### src/rtl/lif_sched_pkg.sv
// Shared types, Q16.16 defaults and arithmetic helpers for the LIF array scheduler.
// Refractory support is enabled by defining LIF_SCHED_REFRAC_EN.
package lif_sched_pkg;

    typedef enum logic [1:0] {
        IDLE   = 2'd0,
        UPDATE = 2'd1,
        DONE   = 2'd2
    } sched_state_t;

    localparam int          DEF_NUM_NEURONS   = 8;
    localparam int          DEF_IN_WIDTH      = 32;
    localparam logic [31:0] DEF_VTH           = 32'h0000fc93;
    localparam logic [31:0] DEF_LEAK          = 32'h00002000;
    localparam logic [31:0] DEF_WEIGHT        = 32'h00002000;
    localparam int          DEF_REFRAC_FRAMES = 1;
    localparam logic [31:0] V_MAX             = 32'h7fffffff;

    function automatic logic [31:0] popcount(input logic [31:0] bits);
        logic [31:0] n;
        n = '0;
        for (int i = 0; i < 32; i++) begin
            n = n + {31'b0, bits[i]};
        end
        return n;
    endfunction

    // Both operands are non-negative, so a 33-bit sum cannot wrap.
    function automatic logic [31:0] sat_add(input logic [31:0] v, input logic [31:0] a);
        logic [32:0] s;
        s = {1'b0, v} + {1'b0, a};
        if (s > {1'b0, V_MAX}) begin
            return V_MAX;
        end
        return s[31:0];
    endfunction

endpackage

### src/rtl/lif_update_unit.sv
// Combinational single-neuron LIF step: integrate or leak, threshold, refractory hold.
// Refractory input is tied to zero by the scheduler unless LIF_SCHED_REFRAC_EN is defined.
module lif_update_unit
    import lif_sched_pkg::*;
#(
    parameter int          BPN           = 4,
    parameter logic [31:0] VTH           = DEF_VTH,
    parameter logic [31:0] LEAK          = DEF_LEAK,
    parameter logic [31:0] WEIGHT        = DEF_WEIGHT,
    parameter int          REFRAC_FRAMES = DEF_REFRAC_FRAMES
) (
    input  logic [31:0]    v,
    input  logic [BPN-1:0] bits,
    input  logic [3:0]     refrac_cnt,
    output logic [31:0]    v_next,
    output logic           spike,
    output logic [3:0]     refrac_next
);

    logic [31:0] bits_ext;
    logic [31:0] a;
    logic [31:0] v_leak;
    logic [31:0] v_int;

    always_comb begin
        bits_ext    = 32'(bits);
        a           = popcount(bits_ext) * WEIGHT;
        v_leak      = v - LEAK;
        v_int       = v;
        v_next      = '0;
        spike       = 1'b0;
        refrac_next = '0;

        if ($signed(a) > 0) begin
            v_int = sat_add(v, a);
        end else if ($signed(v) > 0) begin
            v_int = ($signed(v_leak) < 0) ? '0 : v_leak;
        end

        if (refrac_cnt != 4'd0) begin
            refrac_next = refrac_cnt - 4'd1;
        end else if ($signed(v_int) >= $signed(VTH)) begin
            spike       = 1'b1;
            refrac_next = 4'(REFRAC_FRAMES);
        end else begin
            v_next = v_int;
        end
    end

endmodule

### src/rtl/lif_array_scheduler.sv
// Time-multiplexed LIF controller: one shared update datapath sweeps NUM_NEURONS membranes per frame.
// Define LIF_SCHED_REFRAC_EN to add per-neuron refractory counters.
//
// state  | meaning
// IDLE   | waiting for start; accepts a frame and clears the spike accumulator
// UPDATE | updates neuron idx, one per clock
// DONE   | publishes spike_vec with a done pulse, drops busy
module lif_array_scheduler
    import lif_sched_pkg::*;
#(
    parameter int          NUM_NEURONS   = DEF_NUM_NEURONS,
    parameter int          IN_WIDTH      = DEF_IN_WIDTH,
    parameter logic [31:0] VTH           = DEF_VTH,
    parameter logic [31:0] LEAK          = DEF_LEAK,
    parameter logic [31:0] WEIGHT        = DEF_WEIGHT,
    parameter int          REFRAC_FRAMES = DEF_REFRAC_FRAMES
) (
    input  logic                           clk,
    input  logic                           reset,
    input  logic                           start,
    input  logic [IN_WIDTH-1:0]            bitstream_in,
    output logic                           busy,
    output logic                           done,
    output logic [NUM_NEURONS-1:0]         spike_vec,
    output logic                           overrun,
    input  logic [$clog2(NUM_NEURONS)-1:0] v_rd_addr,
    output logic [31:0]                    v_rd_data
);

    localparam int BPN   = IN_WIDTH / NUM_NEURONS;
    localparam int IDX_W = $clog2(NUM_NEURONS);

    sched_state_t           state;
    logic [IDX_W-1:0]       idx;
    logic [IN_WIDTH-1:0]    frame_q;
    logic [NUM_NEURONS-1:0] acc;
    logic [31:0]            membrane [NUM_NEURONS];

    logic [BPN-1:0] cur_bits;
    logic [31:0]    cur_v;
    logic [3:0]     cur_refrac;
    logic [31:0]    v_next;
    logic           spike;
    logic [3:0]     refrac_next;

    assign cur_bits  = frame_q[int'(idx)*BPN +: BPN];
    assign cur_v     = membrane[idx];
    assign v_rd_data = membrane[v_rd_addr];

`ifdef LIF_SCHED_REFRAC_EN
    logic [3:0] refrac_q [NUM_NEURONS];
    assign cur_refrac = refrac_q[idx];
`else
    logic refrac_unused;
    assign cur_refrac    = 4'd0;
    assign refrac_unused = ^refrac_next;
`endif

    lif_update_unit #(
        .BPN           (BPN),
        .VTH           (VTH),
        .LEAK          (LEAK),
        .WEIGHT        (WEIGHT),
        .REFRAC_FRAMES (REFRAC_FRAMES)
    ) u_update (
        .v           (cur_v),
        .bits        (cur_bits),
        .refrac_cnt  (cur_refrac),
        .v_next      (v_next),
        .spike       (spike),
        .refrac_next (refrac_next)
    );

    always_ff @(posedge clk or posedge reset) begin
        if (reset) begin
            state     <= IDLE;
            idx       <= '0;
            frame_q   <= '0;
            acc       <= '0;
            busy      <= 1'b0;
            done      <= 1'b0;
            spike_vec <= '0;
            overrun   <= 1'b0;
            for (int i = 0; i < NUM_NEURONS; i++) begin
                membrane[i] <= '0;
`ifdef LIF_SCHED_REFRAC_EN
                refrac_q[i] <= '0;
`endif
            end
        end else begin
            done <= 1'b0;
            if (start && (state != IDLE)) begin
                overrun <= 1'b1;
            end
            case (state)
                IDLE: begin
                    if (start) begin
                        frame_q <= bitstream_in;
                        idx     <= '0;
                        acc     <= '0;
                        busy    <= 1'b1;
                        state   <= UPDATE;
                    end
                end
                UPDATE: begin
                    membrane[idx] <= v_next;
                    acc[idx]      <= spike;
`ifdef LIF_SCHED_REFRAC_EN
                    refrac_q[idx] <= refrac_next;
`endif
                    if (idx == IDX_W'(NUM_NEURONS - 1)) begin
                        state <= DONE;
                    end else begin
                        idx <= idx + IDX_W'(1);
                    end
                end
                DONE: begin
                    done      <= 1'b1;
                    spike_vec <= acc;
                    busy      <= 1'b0;
                    state     <= IDLE;
                end
                default: state <= IDLE;
            endcase
        end
    end

endmodule
### config.mk
export PLATFORM = sky130hd
export DESIGN_NAME = lif_array_scheduler
export DESIGN_NICKNAME = d
export VERILOG_FILES = /design/src/rtl/lif_sched_pkg.sv /design/src/rtl/lif_update_unit.sv /design/src/rtl/lif_array_scheduler.sv
export SDC_FILE = /design/constraint.sdc
export NUM_CORES = 1
export LEC_CHECK = 0
export ABC_AREA = 1
export CORE_MARGIN = 1
export CORE_UTILIZATION = 55
export DETAILED_ROUTE_END_ITERATION = 10
export DONT_BUFFER_PORTS = 1
export GPL_ROUTABILITY_DRIVEN = 0
export PLACE_DENSITY = 0.76
export SKIP_CTS_REPAIR_TIMING = 1
export SLEW_MARGIN = 20
export SYNTH_ARGS = -nofsm -noshare
export SYNTH_HDL_FRONTEND = slang
export SYNTH_SLANG_ARGS = --single-unit
### constraint.sdc
create_clock -name clk -period 11.2 [get_ports clk]
set_input_delay 1.12 -clock clk [delete_from_list [all_inputs] [get_ports clk]]
set_output_delay 1.12 -clock clk [all_outputs]
set_load 0.02 [all_outputs]
==> impl_metrics.yaml <==
outcome:
  run_status: "completed"
sta:
  setup_viol: 0
  finalMaxSlewViolations: 0
  fin_worst_skew_ps: 27.68
  layout_min_cycle_time_ps: 8294
  finalSetupTns_ps: 0
  min_period_over_period_pct: 74.06
  finalHoldViolCount: 0
  max_clock_freq_ghz: 0.1206
  worst_slew_pin_slew_ps: 1106
  maxSlewHeadroom_pct: 26.25
  rsz0062_at_grt: "no"
floorplan:
  num_rows: 68
  floorplan.io_pins: 81
  die_area_um2: 36290
  fp.coreArea_um2: 34710
  floorplan.die.height_um: 190.5
  effective_utilization_at_floorplan_pct: 56.29
  chipWidth_um: 190.5
critical_path:
  crit_end_category: "flip-flop"
  worstPathRequired_ps: 11670
  critical_path_class: "reg -> reg"
  crit-reg2reg-capture: "membrane[89]"
  worstRegToRegCells: 27
  worst-path-max-fanout: 182
  crit_path_start_kind: "flip-flop"
  worst-r2r-setup-slack_ps: 2910
  timing.critical_path.arrival_ps: 8760
  rr_startpoint: "idx[0]"
cts:
  clock-root-buffer: "sky130_fd_sc_hd__clkbuf_16"
  clock-sinks: 312
  cts-buffers-inserted: 36
  cts.path.max_buffers: 3
  cts_max_level: 2
  insertion_delay_ps: 550
  cts.clk_slew.worst_paths_ps: 70
  tritoncts: "done"
global_route:
  grt_use_met2_pct: 57.43
  grt_most_used_layer: "met2"
  gr-usage-met1_pct: 48.84
  grt_use_total_pct: 36.86
  grt_max_degree: 183
  grt_antenna_before_repair: 1
  first_global_vias: 18730
  grt.met3_usage_pct: 8.410
  first_pass_grt_wire_length_mm: 104.0
  overflow: 0
logic_synthesis:
  synthesis.area_per_instance_um2: 6.685
  ys.flop_type: "sky130_fd_sc_hd__dfrtp_1"
  syn-instance-count: 2923
  yosys_register_bits: 312
  synth_cell_type_count: 39
  synth.most_common_cell: "sky130_fd_sc_hd__nand2_1"
  synthDominantCellAreaShare_pct: 39.95
  synth-async-reset-ratio_pct: 100.0
  synth_edf_count: 0
  yosysSeqAreaShare_pct: 39.95
  leading_cell_types_by_total_area_after_synthesis: "sky130_fd_sc_hd__dfrtp_1 40%, sky130_fd_sc_hd__nand2_1 20%, sky130_fd_sc_hd__nand3_1 10%"
  yosys-top-cells-count: "1065 x sky130_fd_sc_hd__nand2_1, 396 x sky130_fd_sc_hd__nand3_1, 312 x sky130_fd_sc_hd__dfrtp_1"
  synthesis_warnings: 0
  syn-cell-area_um2: 19540
  synth_nets: 2972
  synth_area_leader_cell: "sky130_fd_sc_hd__dfrtp_1"
worst_hold_path:
  holdPathStages: 2
  min-delay-start: "membrane[207]"
  min_to: "membrane[207]"
  hp_class: "reg -> reg"
final_layout:
  antenna_cells: 0
  share_of_final_layout_standard_cells_stronger_than_drive_strength_1_pct: 5.587
  area_delta_synth_final_pct: 5.359
  num-nets-final: 2850
drt:
  vias_per_cell: 6.148
  wl_per_cell_um: 20.27
  initialDrtViolationCount: 2862
  detail_route.wirelength_mm: 66.55
  drt_drc_violations_left: 0
  detail_route.first_pass.iterations: 6
  via_count: 20180
  final_ant_viol_nets: 0
placed_design:
  dp.final_hpwl_mm: 38.27
  place.port_buffers: 0
job:
  drv.max_cap_violation_count: 0
## sequential cells by signal (all words and copies together), names as in the netlist
name	count
membrane	256
frame_q	32
acc	8
spike_vec	8
idx	3
state	2
busy	1
done	1
overrun	1
## area by class of cell
class	count	area [µm²]
Fill cell	3227	14120
Multi-Input combinational cell	2198	9948
Sequential cell	312	7811
Clock buffer	54	1060
Inverter	221	839.6
Tap cell	455	569.3
Timing Repair Buffer	32	240.2
Clock inverter	11	120.1
## metrics by stage
step	cell area (µm²)	cells	util (%)	setup WS (ps)	hold slack, ps
finish	20590	3283	59.31	2906	479.5
global route	20590	3283	59.31	2350	491.3
CTS	20590	3283	59.31	3194	481.6
detailed placement	19410	3218	55.91	3254	466.3
global placement	19410	3218	55.91	3522	462.8
floorplan	19540	2923	-	1451	442.2
## worst max-delay path, stage by stage (launching register included)
cell and delay, ps:
sky130_fd_sc_hd__dfrtp_4 760, sky130_fd_sc_hd__inv_2 800, sky130_fd_sc_hd__nor2_1 110, sky130_fd_sc_hd__buf_4 250
sky130_fd_sc_hd__inv_2 150, sky130_fd_sc_hd__o22ai_1 80, sky130_fd_sc_hd__a21oi_1 130, sky130_fd_sc_hd__nand3_1 120
sky130_fd_sc_hd__ha_1 360, sky130_fd_sc_hd__inv_1 70, sky130_fd_sc_hd__fa_1 380, sky130_fd_sc_hd__inv_1 80
sky130_fd_sc_hd__ha_1 260, sky130_fd_sc_hd__ha_1 300, sky130_fd_sc_hd__nand3_1 90, sky130_fd_sc_hd__nand2_1 140
sky130_fd_sc_hd__nand3_1 570, sky130_fd_sc_hd__nand3_2 210, sky130_fd_sc_hd__nand2_2 440, sky130_fd_sc_hd__nand2_1 350
sky130_fd_sc_hd__a21oi_1 230, sky130_fd_sc_hd__nand2_1 120, sky130_fd_sc_hd__nand2_1 180, sky130_fd_sc_hd__nand3_1 200
sky130_fd_sc_hd__nand2_8 820, sky130_fd_sc_hd__buf_4 650, sky130_fd_sc_hd__nand3_1 150, sky130_fd_sc_hd__nand2_1 90
## how the worst max path moves through the flow
stage | slack, ps | end | start | depth (start not counted)
3_5_place_dp | 3250 | membrane[242] | idx[0] | 29
2_1_floorplan | 1450 | acc[0] | reset | 1
3_3_place_gp | 3520 | membrane[151] | idx[0] | 29
6_report | 2910 | membrane[89] | idx[0] | 27
5_1_grt | 2350 | membrane[117] | idx[0] | 27
4_1_cts | 3190 | membrane[242] | idx[0] | 29
## layout by cell type, fill, tap and decap left out, types with 7 or more instances in the layout
master	count
sky130_fd_sc_hd__a21oi_1	89
sky130_fd_sc_hd__a31oi_1	32
sky130_fd_sc_hd__buf_4	32
sky130_fd_sc_hd__clkbuf_1	10
sky130_fd_sc_hd__clkbuf_16	37
sky130_fd_sc_hd__clkbuf_8	7
sky130_fd_sc_hd__dfrtp_1	311
sky130_fd_sc_hd__ha_1	9
sky130_fd_sc_hd__inv_1	201
sky130_fd_sc_hd__inv_2	14
sky130_fd_sc_hd__nand2_1	1065
sky130_fd_sc_hd__nand2_2	12
sky130_fd_sc_hd__nand3_1	396
sky130_fd_sc_hd__nand4_1	10
sky130_fd_sc_hd__nor2_1	212
sky130_fd_sc_hd__nor2_2	16
sky130_fd_sc_hd__nor2_4	11
sky130_fd_sc_hd__o211ai_1	49
sky130_fd_sc_hd__o21ai_0	219
sky130_fd_sc_hd__o21ai_1	11
sky130_fd_sc_hd__o22ai_1	19
sky130_fd_sc_hd__or2_2	9
sky130_fd_sc_hd__xor2_1	13
## kinds of logic (layout without fill, tap and decap cells)
kind of cell / Yosys count / after routing / share of synthesized area (%)
AO/OA/AOI/OAI: 430 / 430 / 12.16
XOR/XNOR: 13 / 13 / 0.5827
adder cells (fa/ha/maj): 11 / 11 / 0.7812
buffers and inverters: 413 / 318 / 9.527
flip-flops: 312 / 312 / 39.95
AND/OR/NAND/NOR: 1744 / 1744 / 37.00
## per-layer routing
layer | share of wire, % | wire length (µm)
met1 | 38 | 25330
met3 | 13 | 8330
met5 | 0.083 | 55
met2 | 44 | 29580
met4 | 4.9 | 3257
Power is left out: the tool's default activity adds up to more than one toggle a clock period on the data nets, which glitch-free logic cannot reach.
